`config.mk`:
```
export PLATFORM = sky130hd
export DESIGN_NAME = spi_master_param_flat
export DESIGN_NICKNAME = d
export VERILOG_FILES = /design/src/rtl/spi_master_param_if.sv /design/src/rtl/spi_master_param.sv /design/src/flat_wrapper.sv
export SDC_FILE = /design/constraint.sdc
export NUM_CORES = 1
export LEC_CHECK = 0
export ABC_AREA = 1
export BUFFER_PORTS_ARGS = -buffer_cell sky130_fd_sc_hd__buf_2
export CAP_MARGIN = 20
export CORE_ASPECT_RATIO = 1.1
export CORE_MARGIN = 3
export CORE_UTILIZATION = 50
export DETAILED_ROUTE_END_ITERATION = 12
export HOLD_SLACK_MARGIN = 0.06
export PLACE_DENSITY_LB_ADDON = 0.15
export SETUP_SLACK_MARGIN = 0.5
export SLEW_MARGIN = 20
export SYNTH_ARGS = -nofsm -noshare
export SYNTH_HDL_FRONTEND = slang
export SYNTH_SLANG_ARGS = --single-unit
```
`constraint.sdc`:
```
create_clock -name PCLK -period 2.2 [get_ports PCLK]
set_clock_uncertainty 0.1 [all_clocks]
set_input_delay 0.33 -clock PCLK [delete_from_list [all_inputs] [get_ports PCLK]]
set_output_delay 0.33 -clock PCLK [all_outputs]
set_load 0.1 [all_outputs]
```
`src/rtl/spi_master_param_if.sv`:
```
// SPI master signal bundle: frame request/config inputs, serial pins, status.
// master: the SPI master block; slave: whoever drives requests and the MISO pin.
interface spi_master_param_if #(
  parameter int DATA_W = 8,
  parameter int CS_W   = 4,
  parameter int DIV_W  = 8
);
  logic              start_i;
  logic [DATA_W-1:0] tx_data_i;
  logic [CS_W-1:0]   cs_sel_i;
  logic              cpol_i;
  logic              cpha_i;
  logic              lsb_first_i;
  logic [DIV_W-1:0]  div_i;
  logic              lpbk_i;
  logic              miso_i;
  logic              sclk_o;
  logic              mosi_o;
  logic [CS_W-1:0]   cs_n_o;
  logic              busy_o;
  logic              done_o;
  logic [DATA_W-1:0] rx_data_o;

  modport master (
    input  start_i, tx_data_i, cs_sel_i, cpol_i, cpha_i,
    input  lsb_first_i, div_i, lpbk_i, miso_i,
    output sclk_o, mosi_o, cs_n_o, busy_o, done_o, rx_data_o
  );

  modport slave (
    output start_i, tx_data_i, cs_sel_i, cpol_i, cpha_i,
    output lsb_first_i, div_i, lpbk_i, miso_i,
    input  sclk_o, mosi_o, cs_n_o, busy_o, done_o, rx_data_o
  );
endinterface

```
`src/rtl/spi_master_param.sv`:
```
// Parameterised SPI master: one DATA_W-bit frame per start, modes 0-3, MSB/LSB first.
// Ports: PCLK, PRESETn (async, active low), bus (spi_master_param_if.master):
//   start_i/tx_data_i/cs_sel_i/cpol_i/cpha_i/lsb_first_i/div_i/lpbk_i/miso_i in,
//   sclk_o/mosi_o/cs_n_o/busy_o/done_o/rx_data_o out.
// SPI_LOOPBACK_EN: when defined, a frame started with lpbk_i=1 samples mosi_o.
module spi_master_param #(
  parameter int DATA_W = 8,
  parameter int CS_W   = 4,
  parameter int DIV_W  = 8
) (
  input logic                PCLK,
  input logic                PRESETn,
  spi_master_param_if.master bus
);
  localparam int EW = $clog2(2 * DATA_W);
  localparam int IW = EW - 1;
  localparam logic [EW-1:0] LAST_EDGE = EW'(2 * DATA_W - 1);
  localparam logic [IW-1:0] TOP_BIT   = IW'(DATA_W - 1);

  typedef enum logic [1:0] {
    IDLE         = 2'b00,
    CONFIGURE    = 2'b01,
    TRANSFER     = 2'b11,
    TRANSFER_END = 2'b10
  } state_e;

  state_e state_q, state_d;
  logic [DIV_W-1:0]  cnt_q, cnt_d;
  logic [DIV_W-1:0]  div_q, div_d;
  logic [EW-1:0]     edge_q, edge_d;
  logic [DATA_W-1:0] tx_q, tx_d;
  logic [DATA_W-1:0] rx_sh_q, rx_sh_d;
  logic [DATA_W-1:0] rx_q, rx_d;
  logic [CS_W-1:0]   cs_n_q, cs_n_d;
  logic sclk_q, sclk_d;
  logic mosi_q, mosi_d;
  logic cpha_q, cpha_d;
  logic lsb_q, lsb_d;
  logic lpbk_q, lpbk_d;
  logic done_q, done_d;

  logic          tick;
  logic          lead;
  logic          last;
  logic          rx_in;
  logic [IW-1:0] bit_idx;

  // Bit position within the word for the b-th bit on the wire.
  function automatic logic [IW-1:0] pos(
    input logic          lsb,
    input logic [IW-1:0] b
  );
    return lsb ? b : TOP_BIT - b;
  endfunction

`ifdef SPI_LOOPBACK_EN
  assign rx_in = lpbk_q ? mosi_q : bus.miso_i;
`else
  logic lpbk_unused;
  assign lpbk_unused = lpbk_q;
  assign rx_in       = bus.miso_i;
`endif

  assign tick    = (cnt_q == div_q);
  // Even edge count = next edge is a leading edge.
  assign lead    = ~edge_q[0];
  assign last    = (edge_q == LAST_EDGE);
  assign bit_idx = edge_q[EW-1:1];

  always_ff @(posedge PCLK or negedge PRESETn) begin
    if (!PRESETn) begin
      state_q <= IDLE;
      cnt_q   <= '0;
      div_q   <= '0;
      edge_q  <= '0;
      tx_q    <= '0;
      rx_sh_q <= '0;
      rx_q    <= '0;
      cs_n_q  <= '1;
      sclk_q  <= 1'b0;
      mosi_q  <= 1'b0;
      cpha_q  <= 1'b0;
      lsb_q   <= 1'b0;
      lpbk_q  <= 1'b0;
      done_q  <= 1'b0;
    end else begin
      state_q <= state_d;
      cnt_q   <= cnt_d;
      div_q   <= div_d;
      edge_q  <= edge_d;
      tx_q    <= tx_d;
      rx_sh_q <= rx_sh_d;
      rx_q    <= rx_d;
      cs_n_q  <= cs_n_d;
      sclk_q  <= sclk_d;
      mosi_q  <= mosi_d;
      cpha_q  <= cpha_d;
      lsb_q   <= lsb_d;
      lpbk_q  <= lpbk_d;
      done_q  <= done_d;
    end
  end

  always_comb begin
    state_d = state_q;
    cnt_d   = cnt_q;
    div_d   = div_q;
    edge_d  = edge_q;
    tx_d    = tx_q;
    rx_sh_d = rx_sh_q;
    rx_d    = rx_q;
    cs_n_d  = cs_n_q;
    sclk_d  = sclk_q;
    mosi_d  = mosi_q;
    cpha_d  = cpha_q;
    lsb_d   = lsb_q;
    lpbk_d  = lpbk_q;
    done_d  = 1'b0;
    unique case (state_q)
      IDLE: begin
        if (bus.start_i) begin
          state_d = CONFIGURE;
          tx_d    = bus.tx_data_i;
          div_d   = bus.div_i;
          cpha_d  = bus.cpha_i;
          lsb_d   = bus.lsb_first_i;
          lpbk_d  = bus.lpbk_i;
          cs_n_d  = ~bus.cs_sel_i;
          sclk_d  = bus.cpol_i;
          mosi_d  = bus.lsb_first_i ? bus.tx_data_i[0]
                                    : bus.tx_data_i[DATA_W-1];
          cnt_d   = '0;
          edge_d  = '0;
          rx_sh_d = '0;
        end
      end
      CONFIGURE: begin
        cnt_d = cnt_q + 1'b1;
        if (tick) begin
          cnt_d   = '0;
          state_d = TRANSFER;
        end
      end
      TRANSFER: begin
        cnt_d = cnt_q + 1'b1;
        if (tick) begin
          cnt_d  = '0;
          sclk_d = ~sclk_q;
          edge_d = edge_q + 1'b1;
          // Sample on leading edges for CPHA=0, trailing for CPHA=1.
          if (lead ^ cpha_q) begin
            rx_sh_d[pos(lsb_q, bit_idx)] = rx_in;
          end else if (cpha_q) begin
            mosi_d = tx_q[pos(lsb_q, bit_idx)];
          end else if (!last) begin
            mosi_d = tx_q[pos(lsb_q, bit_idx + 1'b1)];
          end
          if (last) begin
            state_d = TRANSFER_END;
          end
        end
      end
      TRANSFER_END: begin
        cnt_d = cnt_q + 1'b1;
        if (tick) begin
          cnt_d   = '0;
          state_d = IDLE;
          cs_n_d  = '1;
          done_d  = 1'b1;
          rx_d    = rx_sh_q;
        end
      end
      default: state_d = IDLE;
    endcase
  end

  assign bus.sclk_o    = sclk_q;
  assign bus.mosi_o    = mosi_q;
  assign bus.cs_n_o    = cs_n_q;
  assign bus.busy_o    = (state_q != IDLE);
  assign bus.done_o    = done_q;
  assign bus.rx_data_o = rx_q;
endmodule

```
`src/flat_wrapper.sv`:
```
// flat-port wrapper written by rule: the top's interface ports become plain ports
module spi_master_param_flat 
#(
  parameter int DATA_W = 8,
  parameter int CS_W   = 4,
  parameter int DIV_W  = 8
)
  (PCLK, PRESETn, bus_start_i, bus_tx_data_i, bus_cs_sel_i, bus_cpol_i, bus_cpha_i, bus_lsb_first_i, bus_div_i, bus_lpbk_i, bus_miso_i, bus_sclk_o, bus_mosi_o, bus_cs_n_o, bus_busy_o, bus_done_o, bus_rx_data_o);
  spi_master_param_if #(.DATA_W(DATA_W), .CS_W(CS_W), .DIV_W(DIV_W)) bus_i ();
  input logic PCLK;
  input logic PRESETn;
  input wire logic [$bits(bus_i.start_i)-1:0] bus_start_i;
  input wire logic [$bits(bus_i.tx_data_i)-1:0] bus_tx_data_i;
  input wire logic [$bits(bus_i.cs_sel_i)-1:0] bus_cs_sel_i;
  input wire logic [$bits(bus_i.cpol_i)-1:0] bus_cpol_i;
  input wire logic [$bits(bus_i.cpha_i)-1:0] bus_cpha_i;
  input wire logic [$bits(bus_i.lsb_first_i)-1:0] bus_lsb_first_i;
  input wire logic [$bits(bus_i.div_i)-1:0] bus_div_i;
  input wire logic [$bits(bus_i.lpbk_i)-1:0] bus_lpbk_i;
  input wire logic [$bits(bus_i.miso_i)-1:0] bus_miso_i;
  output wire logic [$bits(bus_i.sclk_o)-1:0] bus_sclk_o;
  output wire logic [$bits(bus_i.mosi_o)-1:0] bus_mosi_o;
  output wire logic [$bits(bus_i.cs_n_o)-1:0] bus_cs_n_o;
  output wire logic [$bits(bus_i.busy_o)-1:0] bus_busy_o;
  output wire logic [$bits(bus_i.done_o)-1:0] bus_done_o;
  output wire logic [$bits(bus_i.rx_data_o)-1:0] bus_rx_data_o;
  assign bus_i.start_i = bus_start_i;
  assign bus_i.tx_data_i = bus_tx_data_i;
  assign bus_i.cs_sel_i = bus_cs_sel_i;
  assign bus_i.cpol_i = bus_cpol_i;
  assign bus_i.cpha_i = bus_cpha_i;
  assign bus_i.lsb_first_i = bus_lsb_first_i;
  assign bus_i.div_i = bus_div_i;
  assign bus_i.lpbk_i = bus_lpbk_i;
  assign bus_i.miso_i = bus_miso_i;
  assign bus_sclk_o = bus_i.sclk_o;
  assign bus_mosi_o = bus_i.mosi_o;
  assign bus_cs_n_o = bus_i.cs_n_o;
  assign bus_busy_o = bus_i.busy_o;
  assign bus_done_o = bus_i.done_o;
  assign bus_rx_data_o = bus_i.rx_data_o;
  spi_master_param #(.DATA_W(DATA_W), .CS_W(CS_W), .DIV_W(DIV_W)) u_core (.PCLK(PCLK), .PRESETn(PRESETn), .bus(bus_i));
endmodule
```
==> results.json <==
{
  "outcome": "completed",
  "diodes": 0,
  "critical_path_arrival_ns": 1.34,
  "cp_data_required_time_ns": 1.77,
  "grt_first_pass_wirelength_um": 10500,
  "maxSlewHeadroom_pct": 67.6,
  "clkTransAtPathRegs_ns": 0.10,
  "synth_edf_count": 0,
  "ys_async_sr_fraction_pct": 100,
  "synth_top_family_by_area": "simple AND/OR/NAND/NOR gates",
  "synth_compound_area_share_pct": 7.99,
  "leakagePower_nw": 1.89,
  "vdd.ir_drop.worst_mv": 0.841,
  "grt_max_degree": 36,
  "period_minus_slack_ns": 1.77,
  "drive_gt1_share_pct": 26.5,
  "synthMuxAreaShare_pct": 0,
  "routed_wl_um": 6430,
  "dieArea_um2": 6580,
  "critPathMaxFanout": 5,
  "drtIter0Drc": 147,
  "cts_made_buffers": 5,
  "cts_buffer_depth": 2,
  "synth_cell_type_count": 30,
  "synth-xor-area-share_pct": 2.80,
  "grt_pass1_vias": 2371,
  "rr_worst_depth": 11,
  "rsz0062_at_grt": "yes",
  "crit_path_end_kind": "output pin",
  "cts_max_level": 2,
  "final_common_cell": "nand2_1",
  "syn_avg_cell_area_um2": 7.58,
  "path_class": "reg -> out",
  "dr.pass1.iters": 5,
  "setup_tns_ns": 0,
  "seq_area_frac_synth_pct": 49.0,
  "core_um2": 5430,
  "rows": 28,
  "cts_sinks": 55,
  "io_buffers": 42,
  "hp-class": "in -> reg",
  "die_w_um": 77.6,
  "wl_per_cell_um": 12.4,
  "final_util_pct": 66.8,
  "dp_cells": 485,
  "drc": 0,
  "layout.cells.non_filler": 517,
  "r2r-start": "u_core.cnt_q[3]",
  "hold_path_startpoint": "bus_div_i[6]",
  "cap_violations": 0,
  "fin_crit_sh_pct": 80.6,
  "gr-usage-all-layers_pct": 19.7,
  "final_cell_mix": "nand2_1, dfrtp_1, buf_2",
  "vias_per_cell": 4.98,
  "antenna_found_initial": 0,
  "power.density_nw_per_um2": 1370,
  "synth_fp_nets": 403,
  "slew_violations": 0,
  "synthAdderAreaFrac_pct": 1.33,
  "synth-simple-area-share_pct": 33.2,
  "netlist_area_um2": 2820,
  "ys.flop_type": "dfrtp_1",
  "overflow": 0,
  "fmax_mhz": 564,
  "power_mw": 4.96,
  "area_growth_pct": 28.7,
  "clk_latency_ns": 0.31,
  "die_h_um": 84.8,
  "yosysWarnings": 0,
  "startpoint": "u_core.state_q[1]",
  "worstMarginPinSlew_ns": 0.486,
  "cts_tree": "built",
  "hold_ws_ns": 0.114,
  "setup_viol": 0,
  "start_util_pct": 51.9,
  "cp-start-kind": "flop",
  "antenna_left": 0,
  "hpwl_um": 4310,
  "hold_viol": 0,
  "r2r_slack_ns": 0.43,
  "ios": 44,
  "vias": 2576,
  "nNetsFinal": 472,
  "synthCells": 372,
  "routabilityCongestion": 0.864,
  "clockRootBuffer": "clkbuf_8",
  "whs_path_depth": 3,
  "ys_ff_latch": 55,
  "fill_cells": 462
}
-- registers in the layout, indices dropped and copies added (netlist names) --
signal,cells
u_core.cpha_q,1
u_core.tx_q,8
u_core.rx_sh_q,8
u_core.bus.done_o,1
u_core.state_q,2
u_core.bus.mosi_o,1
u_core.bus.sclk_o,1
u_core.bus.rx_data_o,8
u_core.div_q,8
u_core.bus.cs_n_o,4
u_core.edge_q,4
u_core.cnt_q,8
u_core.lsb_q,1
-- report_power, final --
part	internal, mW	total, mW	leakage, nW	switching, mW
clock	0.341	0.664	0.0524	0.323
combinational	0.917	2.66	1.13	1.74
sequential	1.36	1.63	0.706	0.270
total	2.62	4.96	1.89	2.34
-- layer usage --
metal  GRT usage (%)  wire (µm)  share of wire [%]
met4            6.31        137                2.1
met2            33.8       3170                 49
met5               0          0                  0
met3            3.54        354                5.5
met1            25.0       2770                 43
-- logic make-up (layout without fill, tap and decap cells) --
| group | Yosys count | count (layout) |
|---|---|---|
| AO/OA/AOI/OAI | 39 | 39 |
| XOR/XNOR | 9 | 9 |
| adder cells (fa/ha/maj) | 3 | 3 |
| buffers and inverters | 38 | 108 |
| flip-flops | 55 | 55 |
| AND/OR/NAND/NOR | 228 | 228 |
-- metrics by stage --
step | setup slack (ns) | cell area, µm²
floorplan | 0.211 | 2830
global placement | 0.410 | 3130
detailed placement | 0.354 | 3130
CTS | 0.463 | 3400
global route | 0.341 | 3630
finish | 0.426 | 3630
-- critical path, stage by stage (launching register included) --
cell	delay, ns
dfrtp_1	0.41
nor2_2	0.16
clkinvlp_4	0.14
buf_12	0.16
buf_12	0.16
-- path summary, 6_finish.rpt --
check	end
worst min register to register	u_core.rx_sh_q[7]
worst max register to register	u_core.state_q[1]
min in group asynchronous	u_core.bus.rx_data_o[0]
worst max-delay path	bus_busy_o
max in group asynchronous	u_core.bus.cs_n_o[3]
worst min-delay path	u_core.div_q[6]
-- layout make-up --
class	instances	area, µm²	share of cell area (%)
Clock buffer	7	76.3	2.10
Clock inverter	1	30.0	0.828
Inverter	31	133	3.66
Multi-Input combinational cell	279	1390	38.3
Sequential cell	55	1380	38.1
Tap cell	75	93.8	2.59
Timing Repair Buffer	69	522	14.4
-- cell usage after synthesis (3+ instances only) --
master	n	area share (%)
nand2_1	153	20
dfrtp_1	51	45
nand3_1	30	5.3
nor2_1	30	4.0
inv_1	26	3.5
o21ai_0	20	3.6
a21oi_1	9	1.6
nand2_2	6	1.3
inv_2	5	0.67
xnor2_1	5	1.6
dfstp_2	4	3.7
o22ai_1	4	0.89
xor2_1	4	1.2
buf_2	3	0.53
ha_1	3	1.3
nor3_1	3	0.53
-- what timing repair did --
| action | in CTS | in global routing |
|---|---|---|
| hold endpoints to repair | 24 | 0 |
| endpoints found under the setup margin | 20 | 35 |
| cloned | 0 | 1 |
| buffers inserted | 7 | 11 |
| gates resized for setup | 15 | 37 |
| pin swaps | 3 | 19 |
| hold buffers | 5 | 0 |
Power figures use the tool's default switching activity.
